**config.mk**
```make
export PLATFORM = sky130hd
export DESIGN_NAME = l2_prefetch_coverage_rolling_sampler
export DESIGN_NICKNAME = d
export VERILOG_FILES = /design/src/rtl/l2_prefetch_coverage_rolling_sampler.sv
export SDC_FILE = /design/constraint.sdc
export NUM_CORES = 1
export LEC_CHECK = 0
export ABC_CLOCK_PERIOD_IN_PS = 14400
export CAP_MARGIN = 10
export CORE_AREA = 4 4 178 180
export CTS_CLUSTER_DIAMETER = 150
export DETAILED_ROUTE_END_ITERATION = 10
export DIE_AREA = 0 0 182 184
export GPL_ROUTABILITY_DRIVEN = 0
export PLACE_DENSITY_LB_ADDON = 0.2
export SLEW_MARGIN = 10
export SYNTH_ARGS = -nofsm -noshare
export SYNTH_HDL_FRONTEND = slang
export SYNTH_SLANG_ARGS = --single-unit
```
**constraint.sdc**
```tcl
create_clock -name clock -period 14.4 [get_ports clock]
set_input_delay 2.16 -clock clock [delete_from_list [all_inputs] [get_ports clock]]
set_output_delay 2.16 -clock clock [all_outputs]
set_load 0.01 [all_outputs]
```
**src/rtl/l2_prefetch_coverage_rolling_sampler.sv**
```systemverilog
// l2_prefetch_coverage_rolling_sampler: rolling y/x event accumulator emitting one stamped data point per closed window
module l2_prefetch_coverage_rolling_sampler #(
  parameter logic [63:0] GRANULARITY = 64'd1000,
  parameter int INCR_W = 8
) (
  input  logic              clock,
  input  logic              reset,
  input  logic [INCR_W-1:0] yIncr,
  input  logic [INCR_W-1:0] xIncr,
  input  logic              flush,
  output logic              en,
  output logic [63:0]       data_yAxisPt,
  output logic [63:0]       data_xAxisPt,
  output logic [63:0]       stamp
);
  logic [63:0] cyc_cnt, y_acc, x_acc, y_next, x_next;
  logic close;
  // a flush of an empty window is a no-op so the writer never sees zero points
  always_comb begin
    y_next = y_acc + 64'(yIncr);
    x_next = x_acc + 64'(xIncr);
    close  = (x_next >= GRANULARITY) || (flush && (x_next != '0 || y_next != '0));
  end
  always_ff @(posedge clock or negedge reset)
    if (!reset) begin
      cyc_cnt      <= '0;
      y_acc        <= '0;
      x_acc        <= '0;
      en           <= 1'b0;
      data_yAxisPt <= '0;
      data_xAxisPt <= '0;
      stamp        <= '0;
    end else begin
      cyc_cnt <= cyc_cnt + 64'd1;
      en      <= close;
      y_acc   <= close ? '0 : y_next;
      x_acc   <= close ? '0 : x_next;
      if (close) begin
        data_yAxisPt <= y_next;
        data_xAxisPt <= x_next;
        stamp        <= cyc_cnt;
      end
    end
endmodule
```
**Word level (Yosys, flattened, before mapping)**

Cells that the tools add are included.

- Register bits after elaboration: 385
- Bits in latches: 0
- Bits in writable memories: 0
- ROM bits: 0
- Output and inout port bits: 193
- Memories: 0

- Add/subtract/negate cells: 3
- Multipliers: 0
- Div/mod/pow operators: 0
- Order comparisons: 1
- Equality and inequality tests: 0
- Shift operators: 0
- Mux-type cells: 2
- Bitwise gates (word level): 0
- Reduce and logical (&&, ||, !) cells: 5

Operators with widths:

| kind | number |
|---|---|
| adder 64 x 8 -> 64 bit | 2 |
| two-way mux 64 bit | 2 |
| nonzero test 64 bit | 2 |
| adder 64 x 1 -> 64 bit (second input constant) | 1 |
| >= comparator 64 x 10 -> 1 bit (second input constant) | 1 |
| logical OR 1 bit | 2 |
| logical AND 1 bit | 1 |

**Depth between registers and ports, before layout**

Gate-level depths: netlist of the first run.

- Depth in word-level cells: 6
- Depth in mapped cells: 15

**Worst setup path after synthesis of the first run**

No wires, ideal clock.

- Kind: input port to flip-flop
- Start point: input xIncr[0]
- End point: register data_yAxisPt[56]
- Library setup time: 128 ps
- Arrival: 6621 ps
- Slack: 7651 ps
- Stages on the path: 15
- Path buffers: 2
- Path through: ha_1 > inv_1 > fa_1 > nand2b_1 > a21o_1 > a2111oi_0 > nand3_1 > xnor2_1 > or4_1 > or4_1 > nor4_1 > a21boi_2 > buf_6 > buf_4 > mux2_1

- Longest elaborated chain between the ends: 5

Ends and longest elaborated chain:

| what | RTL line | text |
|---|---|---|
| from (decl) | 9 | `input logic [INCR_W-1:0] xIncr,` |
| adder 64 x 8 -> 64 bit (*) | 21 | `x_next = x_acc + 64'(xIncr);` |
| parallel branches: the longest is 3 deep, another holds >= comparator 64 x 10 -> 1 bit | - |  |
| logical OR 1 bit (*) | 22 | `close = (x_next >= GRANULARITY) \|\| (flush && (x_next != '0 \|\| y_next != '0));` |
| to (signal assigned) | 39 | `data_yAxisPt <= y_next;` |
| to (decl) | 12 | `output logic [63:0] data_yAxisPt,` |

Every way passes the cells marked *.
A chain may end at the register's enable or synchronous reset.

**Worst setup path after layout of the first run**

- Start point: input yIncr[7]
- End point: register data_yAxisPt[63]

- Longest elaborated chain between the ends: 5

Ends and longest elaborated chain:

| what | RTL line | text |
|---|---|---|
| from (decl) | 8 | `input logic [INCR_W-1:0] yIncr,` |
| adder 64 x 8 -> 64 bit (*) | 20 | `y_next = y_acc + 64'(yIncr);` |
| nonzero test 64 bit | 22 |  |
| logical OR 1 bit | 22 |  |
| logical AND 1 bit | 22 |  |
| logical OR 1 bit | 22 |  |

Mark *: on every way between the ends. The rest lies on a longest branch, timed or not.

==> flow_summary.json, run 1 <==
{
  "outcome": "finished clean",
  "max_slew_margin_pct": 10.9,
  "area_growth_pct": 21.3,
  "globalRoute.totalOverflow": 0,
  "power.internal_uw": 1720,
  "synth_edf_count": 0,
  "grt_max_degree": 195,
  "finalHoldViolCount": 0,
  "pin_count": 212,
  "critical_path_required_ps": 14800,
  "fin_tns_setup_ps": 0,
  "hold_class": "reg -> reg",
  "syn_area_per_cell_um2": 11.2,
  "holdBufCountCts": 0,
  "critPathMaxStageDelay_ps": 970,
  "htreeDepth": 2,
  "grt_pass1_wl_um": 72100,
  "drv_slew": 0,
  "core_um2": 30200,
  "ir_drop_mv": 0.0980,
  "syn_area_um2": 18200,
  "finClkSkew_ps": 14.5,
  "routed_wl_um": 44500,
  "postCtsSetupRepairBufs": 0,
  "yosysWarnings": 0,
  "cp_slowest_cell": "o211ai_1",
  "hold_ws_ps": 477,
  "p_clk_share_pct": 44.6,
  "p_sw_uw": 480,
  "synthCells": 1627,
  "utilization_pct": 73.3,
  "placed_area_um2": 20900,
  "insertion_delay_ps": 530,
  "synth_top_area_share_pct": 52.8,
  "fin_nets": 1929,
  "p_sw_share_pct": 21.8,
  "drtIter0Drc": 1209,
  "antenna_found_initial": 2,
  "clk_pin_slew_ps": 60,
  "r2r_cells": 12,
  "ys_seq_area_share_pct": 52.8,
  "die_area_um2": 33500,
  "yosys.area.top_type": "dfrtp_1",
  "arrival_ps": 8310,
  "dp_hpwl_um": 31800,
  "rows": 64,
  "cts.path.max_buffers": 3,
  "cp-end-kind": "flop",
  "fin_crit_ps": 7910,
  "die_h_um": 184,
  "synth_ff_type": "dfrtp_1",
  "post-route-period-util_pct": 54.9,
  "rsz0062_at_grt": "false",
  "leakage_uw": 0.00988,
  "io_buffers": 211,
  "wl_per_cell_um": 19.2,
  "dr.pass1.iters": 6,
  "vias_per_cell": 5.89,
  "finalSetupViolCount": 0,
  "drc_errors": 0,
  "ys_ff_latch": 385,
  "cts_tree": "done",
  "critical_path_class": "in -> reg",
  "grtUsageTotal_pct": 26.5,
  "clock-sinks": 385,
  "power.total_uw": 2200,
  "final_area_um2": 22100,
  "numCtsBuffers": 40,
  "power_density_nw_per_um2": 99.3,
  "synthTopCellsByArea": "dfrtp_1 (53%), mux2_1 (5.3%), xnor2_1 (5.3%)",
  "drv_cap": 0,
  "worst_pin_slew_ps": 1340,
  "grt_pass1_vias": 13700,
  "cts_root_buf": "clkbuf_16",
  "path_max_fanout": 194,
  "synth_cell_types": 67,
  "drive_above_1_share_pct": 6.98,
  "start_util_pct": 60.4,
  "async_flop_share_pct": 100,
  "seqPwrFrac_pct": 50.9,
  "startpoint_type": "primary input",
  "combPwrFrac_pct": 4.4,
  "vias": 13600,
  "cts_resized": 0,
  "ant_nets": 0,
  "whs_path_depth": 1,
  "die_x_um": 182,
  "fmax_mhz": 126,
  "worstPathCellList": "clkdlybuf4s50_1, ha_1, a21oi_1, o211ai_1, o211ai_1, mux2i_1, nor4b_1, nand4_1, or4_1, or4_1, a21boi_4, buf_12, mux2_2"
}
Yosys cell counts, types with 22 or more instances:
cell        n
dfrtp_1   385
xnor2_1   110
nand2_1   102
mux2_1     86
nor2_1     79
nand3_1    77
and2_1     66
xor2_1     62
nand4_1    57
inv_1      52
a21o_1     45
nor3_1     42
mux2i_1    35
a21oi_1    31
and3_1     31
mux2_2     31
nor2b_1    28
nor4_1     26
clkbuf_1   24
o21ai_0    22
path summary, 6_finish.rpt:
| kind | start | end | slack [ps] |
|---|---|---|---|
| setup reg to reg | y_acc[7]$_DFF_PN0_ | data_yAxisPt[63]$_DFFE_PN0P_ | 8200 |
| hold / removal | data_xAxisPt[11]$_DFFE_PN0P_ | data_xAxisPt[11]$_DFFE_PN0P_ | 480 |
| max in group asynchronous | reset | x_acc[50]$_DFF_PN0_ | 11110 |
| min in group asynchronous | reset | data_yAxisPt[13]$_DFFE_PN0P_ | 1730 |
| setup / recovery | yIncr[7] | data_yAxisPt[63]$_DFFE_PN0P_ | 6490 |
| hold reg to reg | data_xAxisPt[11]$_DFFE_PN0P_ | data_xAxisPt[11]$_DFFE_PN0P_ | 480 |
cells in the final DEF, fill, tap and decap left out, drive strengths merged, types with 8 or more instances in the layout:
cell and instances:
clkdlybuf4s50 210, and2 68, nor2b 28, a21bo 13, clkbuf 57, nor3 42
nand2b 8, or2 13, xor2 62, dfrtp 385, xnor2 110, conb 54
inv 54, nand4 57, o21ai 22, a21oi 31, o211ai 17, and4 17
nor4 27, buf 13, nor2 79, mux2 117, ha 17, or4 17
nand2 102, nand3 78, a21o 45, and3 31, clkinv 10, mux2i 35
or3 10, a211oi 12
state kept, by name, summed over array words and instances (netlist names):
signal,flops
cyc_cnt,64
data_xAxisPt,64
data_yAxisPt,64
stamp,64
x_acc,64
y_acc,64
en,1
routing by layer:
| layer | vias to the layer above | track usage (%) | share of wire (%) |
|---|---|---|---|
| met1 | 6712 | 34.6 | 40 |
| met2 | 538 | 44.0 | 48 |
| met5 | - | 0 | 0.045 |
| met4 | 2 | 10.8 | 4.4 |
| li1 | 6255 | - | - |
| met3 | 142 | 5.01 | 6.7 |
cells by family (layout without fill, tap and decap cells):
| kind of cell | after synthesis | in the layout | share of synthesized area (%) |
|---|---|---|---|
| buffers and inverters | 106 | 345 | 2.76 |
| flip-flops | 385 | 385 | 52.8 |
| other | 1 | 55 | 0.0206 |
| XOR/XNOR | 172 | 172 | 8.26 |
| AND/OR/NAND/NOR | 597 | 597 | 17.9 |
| adder cells (fa/ha/maj) | 19 | 19 | 1.39 |
| AO/OA/AOI/OAI | 195 | 195 | 7.77 |
| multiplexers | 152 | 152 | 9.14 |
metrics by stage:
| stage | setup WS (ps) | std cells |
|---|---|---|
| after floorplan | 7650 | 1680 |
| after global placement | 6380 | 2245 |
| after global routing | 6360 | 2316 |
| final | 6490 | 2316 |
| after detailed placement | 6260 | 2245 |
| after CTS | 6790 | 2315 |
cell type report:
class	instances	area, µm²
diodes	1	2.50
clock buffers	57	1160
clock inverters	13	101
fillers	2158	8060
inverters	52	195
multi-input cells	1189	8320
flip-flops and latches	385	9630
well taps	396	495
repair buffers	223	2230
power groups by stage:
stage / clock (µW) / sequential, µW / combinational (µW)
4_1_cts: 1010 / 1120 / 99.3
6_report: 981 / 1120 / 97.5
5_1_grt: 1050 / 1120 / 109
2_1_floorplan: 0 / 1140 / 36.6
3_5_place_dp: 0 / 1140 / 98.6
3_3_place_gp: 0 / 1140 / 97.4
critical path, delay by kind of cell:
family | cells | cell delay (ps)
simple gates | 4 | 1730
mux | 2 | 600
buf+inv | 2 | 830
fa+ha+maj | 1 | 390
compound gates | 4 | 2090
No activity file was read; power rests on OpenSTA's default activity.
==> run 2: changes to the inputs <==
ABC_CLOCK_PERIOD_IN_PS = 8200   (was 14400)
CORE_AREA = 4 4 184 186   (was 4 4 178 180)
DIE_AREA = 0 0 188 190   (was 0 0 182 184)
clock period = 8.2 ns   (was 14.4 ns; I/O delays follow)
==> flow_summary.json, run 2 (synthesis gave the netlist of run 1 again) <==
{
  "finalHoldViolCount": 0,
  "drv_cap": 0,
  "pin_count": 212,
  "io_buffers": 211,
  "cp-end-kind": "flop",
  "path_buf_inv": 4,
  "critical_path_required_ps": 8600,
  "rows": 66,
  "die_h_um": 190,
  "critical_path_class": "in -> reg",
  "path_max_fanout": 54,
  "max_slew_margin_pct": 30.7,
  "core_um2": 32300,
  "leakage_uw": 0.00989,
  "rsz0062_at_grt": "false",
  "fin_tns_setup_ps": 0,
  "die_x_um": 188,
  "htreeDepth": 2,
  "met2_usage_pct": 41.2,
  "vias_per_cell": 5.74,
  "grtUsageTotal_pct": 24.8,
  "cp_slowest_cell": "or4_1",
  "die_area_um2": 35700,
  "clock-sinks": 385,
  "final_cell_mix": "dfrtp_1 (385), clkdlybuf4s50_1 (210), xnor2_1 (110), nand2_1 (102), mux2_1 (86)",
  "vias": 13600,
  "instances_no_fill": 2364,
  "ant_nets": 0,
  "start_util_pct": 56.5,
  "postCtsSetupRepairBufs": 0,
  "critPathMaxStageDelay_ps": 570,
  "drc_errors": 0,
  "post-route-period-util_pct": 79.3,
  "dp.cells": 2293,
  "grt_pass1_vias": 13700,
  "holdBufCountCts": 0,
  "fin_nets": 1931,
  "globalRoute.totalOverflow": 0,
  "drv_slew": 0,
  "insertion_delay_ps": 520,
  "outcome": "finished clean",
  "finalSetupViolCount": 0,
  "worstPathCellList": "clkdlybuf4s50_1, ha_1, inv_1, fa_1, nand2b_1, a21o_1, a2111oi_0, buf_4, nand3_1, xnor2_1, or4_1, or4_1, nor4_1, a21boi_4, buf_4, mux2_1",
  "grt_max_degree": 169,
  "grtUsageMet3_pct": 5.49,
  "final_common_cell": "dfrtp_1",
  "insertedDiodeCount": 0,
  "dr.pass1.iters": 6,
  "routed_wl_um": 44600,
  "pre_cts_ws_ps": 1230,
  "hold_class": "reg -> reg",
  "ir_drop_mv": 0.151,
  "drtIter0Drc": 1327,
  "cts_root_buf": "clkbuf_16",
  "grt_busiest_layer": "met2",
  "grt_pass1_wl_um": 72600,
  "fmax_mhz": 154,
  "grt_use_met1_pct": 33.1,
  "cts_tree": "done",
  "antenna_found_initial": 3,
  "cts_resized": 0,
  "startpoint_type": "primary input",
  "numCtsBuffers": 40,
  "critPathTopFamily": "simple AND/OR/NAND/NOR gates",
  "cts.path.max_buffers": 3,
  "drive_above_1_share_pct": 7.13,
  "layout_setup_ws_ps": 1700,
  "area_growth_pct": 21.9,
  "fin_crit_ps": 6500,
  "clk_pin_slew_ps": 60,
  "wl_per_cell_um": 18.9,
  "arrival_ps": 6900,
  "power_density_nw_per_um2": 174,
  "worst_pin_slew_ps": 1030,
  "finClkSkew_ps": 11.6,
  "dp_hpwl_um": 32300
}
==> run 2: cell types whose count changed in the layout (fill, tap and decap cells not counted), sizes merged <==
cell	previous run	this run
clkbuf	57	56
clkinvlp	0	3
buf	13	15
diode	1	0
clkinv	10	11
inv	54	52
==> run 2: final timing paths <==
kind | start | end | slack [ps] | depth (start not counted)
max in group asynchronous | reset | stamp[26]$_DFFE_PN0P_ | 6000 | 2
min in group asynchronous | reset | data_yAxisPt[14]$_DFFE_PN0P_ | 730 | 1
worst max-delay path | xIncr[0] | stamp[27]$_DFFE_PN0P_ | 1700 | 16
worst min register to register | data_xAxisPt[53]$_DFFE_PN0P_ | data_xAxisPt[53]$_DFFE_PN0P_ | 480 | 1
worst max register to register | x_acc[0]$_DFF_PN0_ | stamp[27]$_DFFE_PN0P_ | 2550 | 15
worst min-delay path | data_xAxisPt[53]$_DFFE_PN0P_ | data_xAxisPt[53]$_DFFE_PN0P_ | 480 | 1
==> run 2: per-layer routing <==
layer	part of all wire, %	wire length (µm)	vias to the layer above
li1	-	-	6246
met1	42	18600	6656
met2	48	21300	569
met3	7.3	3270	102
met4	3.1	1380	6
met5	0.092	41	-
==> run 2: per-stage QoR <==
stage | hold slack (ps) | util (%) | total power [µW] | area, µm²
6_report | 480 | 68.9 | 3880 | 22200
5_1_grt | 491 | 68.9 | 4030 | 22200
4_1_cts | 481 | 68.9 | 3920 | 22200
3_5_place_dp | 465 | 64.9 | 2170 | 21000
3_3_place_gp | 462 | 64.9 | 2170 | 21000
2_1_floorplan | 438 | - | 2060 | 18400
==> run 2: power by group <==
group,switching (µW),total [µW],internal (µW)
Sequential,33.0,1960,1930
Combinational,98.6,173,74.1
Clock,724,1740,1020
==> run 2: final cells by class <==
cell class / instances / area, µm²
Clock buffer: 56 / 1150
Clock inverter: 15 / 123
Fill cell: 2389 / 10100
Inverter: 52 / 195
Multi-Input combinational cell: 1189 / 8320
Sequential cell: 385 / 9630
Tap cell: 442 / 553
Timing Repair Buffer: 225 / 2260
==> RTL change (settings of run 1) <==
Register the output `data_xAxisPt` once more; this adds one clock of latency there. The other outputs are not delayed to match.
--- a/src/rtl/l2_prefetch_coverage_rolling_sampler.sv
+++ b/src/rtl/l2_prefetch_coverage_rolling_sampler.sv
@@ -15,2 +15,4 @@
 );
+
+  logic [63:0] data_xAxisPt_s0;
   logic [63:0] cyc_cnt, y_acc, x_acc, y_next, x_next;
@@ -30,3 +32,3 @@
       data_yAxisPt <= '0;
-      data_xAxisPt <= '0;
+      data_xAxisPt_s0 <= '0;
       stamp        <= '0;
@@ -39,3 +41,3 @@
         data_yAxisPt <= y_next;
-        data_xAxisPt <= x_next;
+        data_xAxisPt_s0 <= x_next;
         stamp        <= cyc_cnt;
@@ -43,2 +45,6 @@
     end
+  always_ff @(posedge clock) begin
+    data_xAxisPt <= data_xAxisPt_s0;
+  end
+
 endmodule
Function: changed (a bounded check fails within 4 cycles, from zero or initial values and one cycle with reset low).
==> RTL change against run 1 <==
Total power rose by 19%. Sequential share of layout area is 2.5 points higher. Fmax shrank 6.1%. Sequential cell count grew 64. Worst setup slack lost 0.52 ns. Highest routed layer unchanged. Die area unchanged. Clock power up 23%. Routed wire length grew 3.2%. Synthesized area grew 7.1%. Cell count increased by 3.5%. Clock skew grew 0.0056 ns. First-iteration DRC count grew 19%. Design area is 7.0% higher.
==> RTL change: results <==
[sta]
worstMarginPinSlew_ns = 1.16
hold_slack_ns = 0.361
finalClockSkew_ns = 0.0201

[logic_synthesis]
synthXorXnorAreaFrac_pct = 7.62
async_reset_ff_share_pct = 85.7
synthAdderAreaFrac_pct = 1.29
synth_mux_area_share_pct = 8.44
synth.area.top_cells = dfrtp_1 (49%), dfxtp_1 (6.6%), xnor2_1 (4.8%)
synth.top_cells.by_count = dfrtp_1 (385), nand2_1 (115), xnor2_1 (106)
synth-seq-cells = 449
synth_compound_area_share_pct = 7.35
syn_area_per_cell_um2 = 11.5
ys_seq_area_share_pct = 55.9
ys_types = 70

[hold_path]
whs_endpoint = data_xAxisPt[43]
hold_start = data_xAxisPt_s0[43]

[routing]
viasPerCell = 5.96
wl_um = 45900
wl_met3_um = 4240
m1WireLength_um = 19300
wl_per_cell_um = 19.2
drt_iter0_markers = 1440
dr_wl_met2_um = 21000

[global_routing]
grt_pass1_wl_um = 73800
use_met1_pct = 37.4
antenna_found_initial = 1
use_met3_pct = 7.10
grt_pass1_vias = 14200
grt_usage_pct = 27.0
grt_max_degree = 104
grtUsageMet2_pct = 43.2

[finish]
clk_share_pct = 6.53
buffer_area_share_pct = 9.29
num_antenna_cells = 0
fillers = 1922
multi_input_gates = 1198
seqAreaFraction_pct = 46.1
n_all_buffers = 222
final_core_util_pct = 78.5
clockBufferCount = 58
drive_gt1_share_pct = 7.85
nets = 2006

[power_and_ir_drop]
ir_drop_mv = 0.109
p_int_uw = 2050
power_leakage_uw = 0.0106

[setup_path]
cp_top_family = buffers and inverters
rr_worst_depth = 13
slowest_stage = buf_4
rr_startpoint = x_acc[7]
timing.rr.end = stamp[63]
rrSetupSlack_ns = 7.71
crit_fanout = 103
arrival_ns = 8.83

[placed_design]
pre_cts_ws_ns = 5.62
hpwlAfterDp_um = 32200
dp.cells = 2317
place_area_um2 = 22100

[clock_network]
cts_made_buffers = 45
cts.clk_slew.worst_paths_ns = 0.06

[status]
status = finished clean
## RTL change: how the worst max path moves through the flow
| stage | endpoint | start | slack [ns] | depth (start not counted) |
|---|---|---|---|---|
| 2_1_floorplan | stamp[32] | xIncr[0] | 7.65 | 15 |
| 3_3_place_gp | stamp[63] | xIncr[0] | 5.77 | 17 |
| 3_5_place_dp | stamp[63] | xIncr[0] | 5.62 | 17 |
| 4_1_cts | stamp[63] | xIncr[0] | 6.16 | 17 |
| 5_1_grt | stamp[42] | xIncr[7] | 5.61 | 14 |
| 6_report | stamp[63] | xIncr[0] | 5.98 | 17 |
## RTL change: power by group through the flow
stage | clock network (uW) | registers, uW | logic (uW)
5_1_grt | 1280 | 1310 | 109
2_1_floorplan | 0 | 1330 | 36.0
4_1_cts | 1230 | 1310 | 99.3
3_5_place_dp | 0 | 1330 | 98.5
3_3_place_gp | 0 | 1330 | 96.9
6_report | 1210 | 1310 | 98.1
